**src/rtl/uart_rx_word_packer.sv**
```systemverilog
// UART 8N1 receiver that samples each bit mid-period and packs N_WORDS bytes
// into one W_BUS-wide word offered on a valid/ready stream.
module uart_rx_word_packer #(
    parameter int CLOCKS_PER_PULSE = 4,
    parameter int BITS_PER_WORD    = 8,
    parameter int W_BUS            = 16
) (
    input  logic             clk,
    input  logic             rst,
    input  logic             rx,
    output logic [W_BUS-1:0] m_data,
    output logic             m_valid,
    input  logic             m_ready,
    output logic             frame_err,
    output logic             overflow,
    output logic             busy
);

    localparam int N_WORDS = W_BUS / BITS_PER_WORD;
    localparam int CW      = $clog2(CLOCKS_PER_PULSE);
    localparam int BW      = $clog2(BITS_PER_WORD);
    localparam int NW      = (N_WORDS > 1) ? $clog2(N_WORDS) : 1;

    localparam logic [CW-1:0] CNT_LAST = CW'(CLOCKS_PER_PULSE - 1);
    localparam logic [CW-1:0] CNT_HALF = CW'(CLOCKS_PER_PULSE / 2 - 1);
    localparam logic [BW-1:0] BIT_LAST = BW'(BITS_PER_WORD - 1);
    localparam logic [NW-1:0] WORD_LAST = NW'(N_WORDS - 1);

    typedef enum logic [2:0] {
        WAIT_IDLE,
        IDLE,
        START,
        DATA,
        STOP
    } state_t;

    state_t                 state_q, state_d;
    logic [CW-1:0]          cnt_q, cnt_d;
    logic [BW-1:0]          bit_cnt_q, bit_cnt_d;
    logic [BITS_PER_WORD-1:0] shift_q, shift_d;
    logic [NW-1:0]          word_cnt_q, word_cnt_d;
    logic [W_BUS-1:0]       asm_q, asm_d;
    logic [W_BUS-1:0]       m_data_q, m_data_d;
    logic                   m_valid_q, m_valid_d;
    logic                   frame_err_q, frame_err_d;
    logic                   overflow_q, overflow_d;
    logic                   rx_meta_q, rxs_q;
    logic                   byte_done;
    logic [W_BUS-1:0]       asm_next;

    // rx is asynchronous; both synchronizer stages reset to the idle level
    always_ff @(posedge clk) begin
        if (rst) begin
            rx_meta_q   <= 1'b1;
            rxs_q       <= 1'b1;
            state_q     <= WAIT_IDLE;
            cnt_q       <= '0;
            bit_cnt_q   <= '0;
            shift_q     <= '0;
            word_cnt_q  <= '0;
            asm_q       <= '0;
            m_data_q    <= '0;
            m_valid_q   <= 1'b0;
            frame_err_q <= 1'b0;
            overflow_q  <= 1'b0;
        end else begin
            rx_meta_q   <= rx;
            rxs_q       <= rx_meta_q;
            state_q     <= state_d;
            cnt_q       <= cnt_d;
            bit_cnt_q   <= bit_cnt_d;
            shift_q     <= shift_d;
            word_cnt_q  <= word_cnt_d;
            asm_q       <= asm_d;
            m_data_q    <= m_data_d;
            m_valid_q   <= m_valid_d;
            frame_err_q <= frame_err_d;
            overflow_q  <= overflow_d;
        end
    end

    always_comb begin
        state_d     = state_q;
        cnt_d       = cnt_q + CW'(1);
        bit_cnt_d   = bit_cnt_q;
        shift_d     = shift_q;
        frame_err_d = 1'b0;
        byte_done   = 1'b0;

        case (state_q)
            WAIT_IDLE: begin
                if (!rxs_q) begin
                    cnt_d = '0;
                end else if (cnt_q == CNT_LAST) begin
                    state_d = IDLE;
                    cnt_d   = '0;
                end
            end
            IDLE: begin
                cnt_d = '0;
                if (!rxs_q) begin
                    state_d = START;
                end
            end
            START: begin
                if (cnt_q == CNT_HALF) begin
                    cnt_d     = '0;
                    bit_cnt_d = '0;
                    state_d   = rxs_q ? IDLE : DATA;
                end
            end
            DATA: begin
                if (cnt_q == CNT_LAST) begin
                    cnt_d   = '0;
                    shift_d = {rxs_q, shift_q[BITS_PER_WORD-1:1]};
                    if (bit_cnt_q == BIT_LAST) begin
                        state_d = STOP;
                    end else begin
                        bit_cnt_d = bit_cnt_q + BW'(1);
                    end
                end
            end
            STOP: begin
                if (cnt_q == CNT_LAST) begin
                    cnt_d = '0;
                    if (rxs_q) begin
                        state_d   = IDLE;
                        byte_done = 1'b1;
                    end else begin
                        state_d     = WAIT_IDLE;
                        frame_err_d = 1'b1;
                    end
                end
            end
            default: begin
                state_d = WAIT_IDLE;
                cnt_d   = '0;
            end
        endcase
    end

    // asm_next already contains the byte just received, so a completed word
    // can move to the output in the same cycle its last stop bit is sampled
    always_comb begin
        asm_next = asm_q;
        for (int i = 0; i < N_WORDS; i++) begin
            if (word_cnt_q == NW'(i)) begin
                asm_next[i*BITS_PER_WORD +: BITS_PER_WORD] = shift_q;
            end
        end

        asm_d      = asm_q;
        word_cnt_d = word_cnt_q;
        m_data_d   = m_data_q;
        m_valid_d  = m_valid_q;
        overflow_d = 1'b0;

        if (m_valid_q && m_ready) begin
            m_valid_d = 1'b0;
        end

        if (byte_done) begin
            asm_d = asm_next;
            if (word_cnt_q == WORD_LAST) begin
                word_cnt_d = '0;
                if (!m_valid_q || m_ready) begin
                    m_data_d  = asm_next;
                    m_valid_d = 1'b1;
                end else begin
                    overflow_d = 1'b1;
                end
            end else begin
                word_cnt_d = word_cnt_q + NW'(1);
            end
        end
    end

    assign m_data    = m_data_q;
    assign m_valid   = m_valid_q;
    assign frame_err = frame_err_q;
    assign overflow  = overflow_q;
    assign busy      = (state_q != IDLE);

endmodule
```
**config.mk**
```make
export PLATFORM = sky130hd
export DESIGN_NAME = uart_rx_word_packer
export DESIGN_NICKNAME = d
export VERILOG_FILES = /design/src/rtl/uart_rx_word_packer.sv
export SDC_FILE = /design/constraint.sdc
export NUM_CORES = 1
export LEC_CHECK = 0
export ABC_AREA = 1
export ABC_CLOCK_PERIOD_IN_PS = 3200
export BUFFER_PORTS_ARGS = -buffer_cell sky130_fd_sc_hd__buf_2
export CORE_MARGIN = 4
export CORE_UTILIZATION = 60
export DETAILED_ROUTE_END_ITERATION = 7
export GPL_TIMING_DRIVEN = 0
export MAX_ROUTING_LAYER = met4
export PLACE_DENSITY = 0.91
export SLEW_MARGIN = 20
export SYNTH_ARGS = -nofsm -noshare
export SYNTH_HDL_FRONTEND = slang
export SYNTH_SLANG_ARGS = --single-unit
```
**constraint.sdc**
```tcl
create_clock -name clk -period 3.2 [get_ports clk]
set_input_delay 0.64 -clock clk [delete_from_list [all_inputs] [get_ports clk]]
set_output_delay 0.64 -clock clk [all_outputs]
set_load 0.05 [all_outputs]
```
==> results of run 1 <==
[worst max path at each step]
stage	startpoint	end	slack, ns	cells past startpoint
final	state_q[1]	busy	1.26	3
after global placement	m_ready	m_data[11]	1.62	8
after global routing	state_q[1]	busy	1.18	3
after floorplan	state_q[2]	busy	1.68	3
after detailed placement	m_ready	m_data[6]	1.58	8
after CTS	state_q[1]	busy	1.28	3
[registers in the layout, indices dropped and copies added (netlist names)]
signal / cells
cnt_q: 2
shift_q: 8
asm_q: 16
overflow: 1
state_q: 3
frame_err: 1
bit_cnt_q: 3
word_cnt_q: 1
rxs_q: 1
m_valid: 1
rx_meta_q: 1
m_data: 16
[power by group]
group	internal [mW]	switching [mW]	total, mW
logic	0.0860	0.183	0.269
clock network	0.234	0.216	0.450
registers	0.699	0.0247	0.723
total	1.02	0.424	1.44
[metal layers]
| layer | up-vias | GRT usage (%) | routed length (um) |
|---|---|---|---|
| met5 | - | - | 0 |
| met1 | 931 | 24.53 | 2126 |
| met4 | 0 | 7.660 | 132 |
| li1 | 1064 | - | - |
| met3 | 15 | 5.755 | 272 |
| met2 | 57 | 35.99 | 2352 |
[logic make-up after synthesis]
| kind of cell | count (synthesis) | share of synthesized area, % |
|---|---|---|
| and+or+nand+nor | 119 | 21.79 |
| AOI/OAI and AO/OA | 87 | 18.91 |
| buffers and inverters | 48 | 9.076 |
| DFF | 54 | 46.96 |
| adders and majority gates | 6 | 3.261 |
[cells in the mapped netlist, drive strengths merged]
master | n | area share [%]
o21ai | 57 | 12
nand2 | 55 | 9.1
dfxtp | 54 | 47
nor2 | 50 | 8.9
a21oi | 30 | 6.5
inv | 29 | 4.7
buf | 10 | 2.8
clkbuf | 8 | 1.4
nand3 | 7 | 2.1
ha | 6 | 3.3
nor3 | 3 | 0.65
or2 | 3 | 0.82
clkinv | 1 | 0.22
nand4 | 1 | 0.27
[worst max-delay path: stages (launching register included)]
cell and delay (ns):
dfxtp_1 0.51, nor2_1 0.10, nand2_1 0.11, buf_2 0.27
[area by class of cell]
type                            count  area [um^2]  share of cell area [%]
Buffer                             18        95.09                   3.680
Clock buffer                        7        76.32                   2.954
Clock inverter                      1        30.03                   1.162
Inverter                           30        113.9                   4.407
Multi-Input combinational cell    212         1012                   39.18
Sequential cell                    54         1081                   41.84
Tap cell                           48        60.06                   2.324
Timing Repair Buffer               23        115.1                   4.455
==> impl_metrics.csv, run 1 <==
group,metric,value,unit
flow_run,cap_violations,0,
floorplanning,die_x,69.95,um
power_and_ir_drop,finalPower,1.443,mW
synth,syn_avg_cell_area,7.332,um^2
hold_path,worstHoldPathType,"flop to flop",
place,place_congestion,0.8655,
floorplanning,fp-row-count,22,
sta,hold_viol,0,
global_route,gr-total-overflow,0,
clock_network,clock_latency,0.31,ns
place,post-dp-hpwl,3396,um
clock_network,cts_setup_buffers,0,
route,wl_per_cell,12.43,um
global_route,grt_usage,21.42,%
place,dp.cells,385,
route,ant_nets,0,
critical_path,reg2regPathDepth,5,
sta,post-route-period-util,60.60,%
sta,fmax,0.5157,GHz
clock_network,hold_buffers,0,
critical_path,worstSetupPathType,"flop to primary output",
status,outcome,"completed",
sta,whs,0.4284,ns
sta,drv_slew,0,
route,drc_errors,0,
hold_path,min-delay-start,"rx_meta_q",
synth,syn_inst,314,
hold_path,hold-path-endpoint,"rxs_q",
layout,finish.instance_area,0.002584,mm^2
layout,num-nets-final,354,
sta,fin_crit,1.939,ns
critical_path,rr_startpoint,"cnt_q[0]",
critical_path,worst_ep_required_time,2.56,ns
route,wl,4884,um
critical_path,startpoint_type,"flop",
clock_network,cts_resized,0,
route,drt_iter0_drc,155,
sta,layout_setup_ws,1.261,ns
clock_network,path_clk_slew,0.09,ns
route,routed-via-count,2067,
critical_path,crit_arrival,1.30,ns
synth,ys_warn_count,0,
synth,mappedNetlistArea,0.002302,mm^2
place,io_buffers,23,
layout,most-common-layout-cells,"nand2_1 (54), dfxtp_1 (54), o21ai_0 (52), nor2_1 (47), a21oi_1 (30)",
power_and_ir_drop,p_per_area,558.5,mW/mm^2
layout,diodes,0,
clock_network,h-tree-depth,2,
route,firstDrtPassIters,5,
global_route,grt_max_degree,16,
layout,utilization,70.05,%
floorplanning,die_y,69.95,um
power_and_ir_drop,p_leak,1.069,nW
place,dpl_cell_area,0.002477,mm^2
sta,worst_slew_pin_slew,0.4571,ns
critical_path,path_max_fanout,7,
synth,syn_nets,324,
floorplanning,coreArea,0.003689,mm^2
critical_path,timing.rr.end,"asm_q[11]",
clock_network,cts.sinks,54,
clock_network,numCtsBuffers,5,
synth,synth_seq_cells,54,
global_route,grt_pass1_wl,8314,um
floorplanning,die_area,0.004892,mm^2
power_and_ir_drop,ir_drop,0.4988,mV
route,viasPerCell,5.260,
place,place_ws,1.583,ns
critical_path,rrSetupSlack,1.59,ns
synth,synthDistinctLibCells,23,
layout,drive_above_1_share,13.91,%
layout,layout.cells.non_filler,393,
sta,skew,0.006449,ns
layout,nFillCells,315,
critical_path,end_kind,"primary output",
global_route,antenna_found_initial,0,
clock_network,cts_tree,"done",
floorplanning,initial_core_util,62.42,%
clock_network,clock_path_buffers,2,
synth,ys_seq_area_share,46.96,%
layout,syn2layout_area_growth,12.23,%
sta,setup_viol,0,
global_route,grt_pass1_vias,1892,
sta,max-slew-margin-rel,69.53,%
clock_network,ctsRootBufferMaster,"clkbuf_8",
hold_path,hold_depth,1,
sta,setup_tns,0,ns
sta,rsz0062_at_grt,"no",
floorplanning,boundaryPins,24,
Note: power is estimated with default switching activity, not from simulation.
==> run 2, diff against run 1 <==
--- a/config.mk
+++ b/config.mk
@@ -6,14 +6,14 @@
 export NUM_CORES = 1
 export LEC_CHECK = 0
 export ABC_AREA = 1
-export ABC_CLOCK_PERIOD_IN_PS = 3200
+export ABC_CLOCK_PERIOD_IN_PS = 1800
 export BUFFER_PORTS_ARGS = -buffer_cell sky130_fd_sc_hd__buf_2
 export CORE_MARGIN = 4
-export CORE_UTILIZATION = 60
+export CORE_UTILIZATION = 57
 export DETAILED_ROUTE_END_ITERATION = 7
 export GPL_TIMING_DRIVEN = 0
 export MAX_ROUTING_LAYER = met4
-export PLACE_DENSITY = 0.91
+export PLACE_DENSITY = 0.88
 export SLEW_MARGIN = 20
 export SYNTH_ARGS = -nofsm -noshare
 export SYNTH_HDL_FRONTEND = slang
==> constraint.sdc (replaced) <==
create_clock -name clk -period 1.8 [get_ports clk]
set_input_delay 0.36 -clock clk [delete_from_list [all_inputs] [get_ports clk]]
set_output_delay 0.36 -clock clk [all_outputs]
set_load 0.05 [all_outputs]
==> run 2 against run 1 <==
Compared with the run above:
- wire length decreased by 5.1%
- largest power group unchanged
- utilization shrank 2.3 points
- die area grew 4.6%
- design area decreased by 1.2%
- setup slack got worse by 1.1 ns
- combinational power increased by 72%
- critical path depth up 1
==> impl_metrics.csv, run 2 (synthesis results as in run 1) <==
group,metric,value,unit
status,outcome,"completed",
sta,whs,0.2347,ns
clock_network,numCtsBuffers,5,
critical_path,path_depth,4,
power_and_ir_drop,finalPower,2.380,mW
place,post-dp-hpwl,3381,um
layout,nFillCells,326,
floorplanning,initial_core_util,61.05,%
place,place_congestion,0.8707,
critical_path,timing.rr.end,"m_data[6]",
sta,setup_tns,0,ns
place,dpl_cell_area,0.002477,mm^2
layout,diodes,0,
floorplanning,fp-row-count,22,
critical_path,rrSetupSlack,0.21,ns
route,wl,4636,um
critical_path,crit_start,"state_q[2]",
power_and_ir_drop,ir_drop,0.6341,mV
route,viasPerCell,5.189,
clock_network,hold_buffers,0,
hold_path,min-delay-start,"rx",
power_and_ir_drop,p_per_area,932.1,mW/mm^2
sta,skew,0.006284,ns
layout,multi_input_area,0.001012,mm^2
clock_network,cts.sinks,54,
sta,drv_slew,0,
route,routed-via-count,2034,
clock_network,cts_resized,0,
critical_path,path_max_fanout,9,
sta,max-slew-margin-rel,70.41,%
critical_path,crit_arrival,1.23,ns
clock_network,h-tree-depth,2,
critical_path,worst_ep_required_time,1.44,ns
critical_path,reg2regPathDepth,7,
clock_network,clock_latency,0.31,ns
sta,fmax,0.6293,GHz
layout,syn2layout_area_growth,10.92,%
critical_path,startpoint_type,"flop",
route,ant_nets,0,
critical_path,end_kind,"primary output",
clock_network,cts_tree,"done",
flow_run,cap_violations,0,
sta,worst_slew_pin_slew,0.4439,ns
sta,post-route-period-util,88.28,%
route,drt_iter0_drc,150,
hold_path,worstHoldPathType,"input port to flop",
critical_path,worst_path_largest_cell_delay,0.31,ns
global_route,antenna_found_initial,0,
clock_network,cts_setup_buffers,0,
clock_network,ctsRootBufferMaster,"clkbuf_8",
layout,finish.instance_area,0.002554,mm^2
clock_network,clock_path_buffers,2,
route,firstDrtPassIters,5,
route,drc_errors,0,
layout,most-common-layout-cells,"nand2_1 (54), dfxtp_1 (54), o21ai_0 (52), nor2_1 (47), a21oi_1 (30)",
route,wl_per_cell,11.83,um
sta,setup_viol,0,
floorplanning,die_y,71.55,um
clock_network,path_clk_slew,0.09,ns
floorplanning,boundaryPins,24,
floorplanning,die_area,0.005119,mm^2
sta,rsz0062_at_grt,"no",
critical_path,worstSetupPathType,"flop to primary output",
power_and_ir_drop,p_leak,1.055,nW
layout,num-nets-final,354,
global_route,gr-total-overflow,0,
layout,drive_above_1_share,13.66,%
global_route,grt_pass1_vias,1894,
sta,hold_viol,0,
place,io_buffers,23,
critical_path,rr_startpoint,"cnt_q[0]",
critical_path,endpoint,"busy",
global_route,grt_usage,20.78,%
critical_path,crit_path_top_delay_cell,"dfxtp_1",
global_route,grt_max_degree,15,
layout,seqCellArea,0.001081,mm^2
critical_path,crit_chain,"buf_2 -> nor2_1 -> nand2_1 -> buf_2",
sta,fin_crit,1.589,ns
critical_path,crit_family,"buffers and inverters",
critical_path,cpMostUsedCell,"buf_2",
global_route,grt_pass1_wl,8176,um
critical_path,critPathBufInv,2,
floorplanning,coreArea,0.003771,mm^2
floorplanning,die_x,71.55,um
[run 2: cell types whose count changed in the layout (fill, tap and decap cells not counted), sizes merged]
cell,before,now
bufinv,1,0
[run 2: layer usage]
layer / vias up / track usage [%] / wire length, um
met1: 891 / 25.76 / 2015
met3: 7 / 5.470 / 329
li1: 1061 / - / -
met2: 75 / 32.24 / 2208
met4: 0 / 8.142 / 82
met5: - / - / 0
[run 2: layout make-up]
cell class                      instances  area share (%)
Inverter                               30           4.459
Sequential cell                        54           42.33
Timing Repair Buffer                   23           4.508
Buffer                                 18           3.724
Tap cell                               48           2.352
Multi-Input combinational cell        212           39.64
Clock buffer                            7           2.989
[run 2: worst min path at each step]
| stage | to | cells after the start | slack, ns |
|---|---|---|---|
| 3_3_place_gp | rxs_q | 1 | 0.39 |
| 5_1_grt | rx_meta_q | 2 | 0.24 |
| 2_1_floorplan | rxs_q | 1 | 0.39 |
| 4_1_cts | rx_meta_q | 2 | 0.23 |
| 6_report | rx_meta_q | 2 | 0.23 |
| 3_5_place_dp | rxs_q | 1 | 0.41 |
[run 2: stage by stage]
step           cells  setup slack [ns]  utilization [%]
2_1_floorplan    314            0.3543                -
3_3_place_gp     385            0.2845            65.69
3_5_place_dp     385            0.2365            65.69
4_1_cts          392            0.1965            67.72
5_1_grt          392          0.009422            67.72
6_report         392            0.2109            67.72
[run 2: power by group]
| part | total [mW] | switching [mW] | leakage, nW | internal, mW |
|---|---|---|---|---|
| clock network | 0.636 | 0.368 | 0.0383 | 0.269 |
| logic | 0.464 | 0.311 | 0.580 | 0.153 |
| registers | 1.28 | 0.0379 | 0.436 | 1.24 |
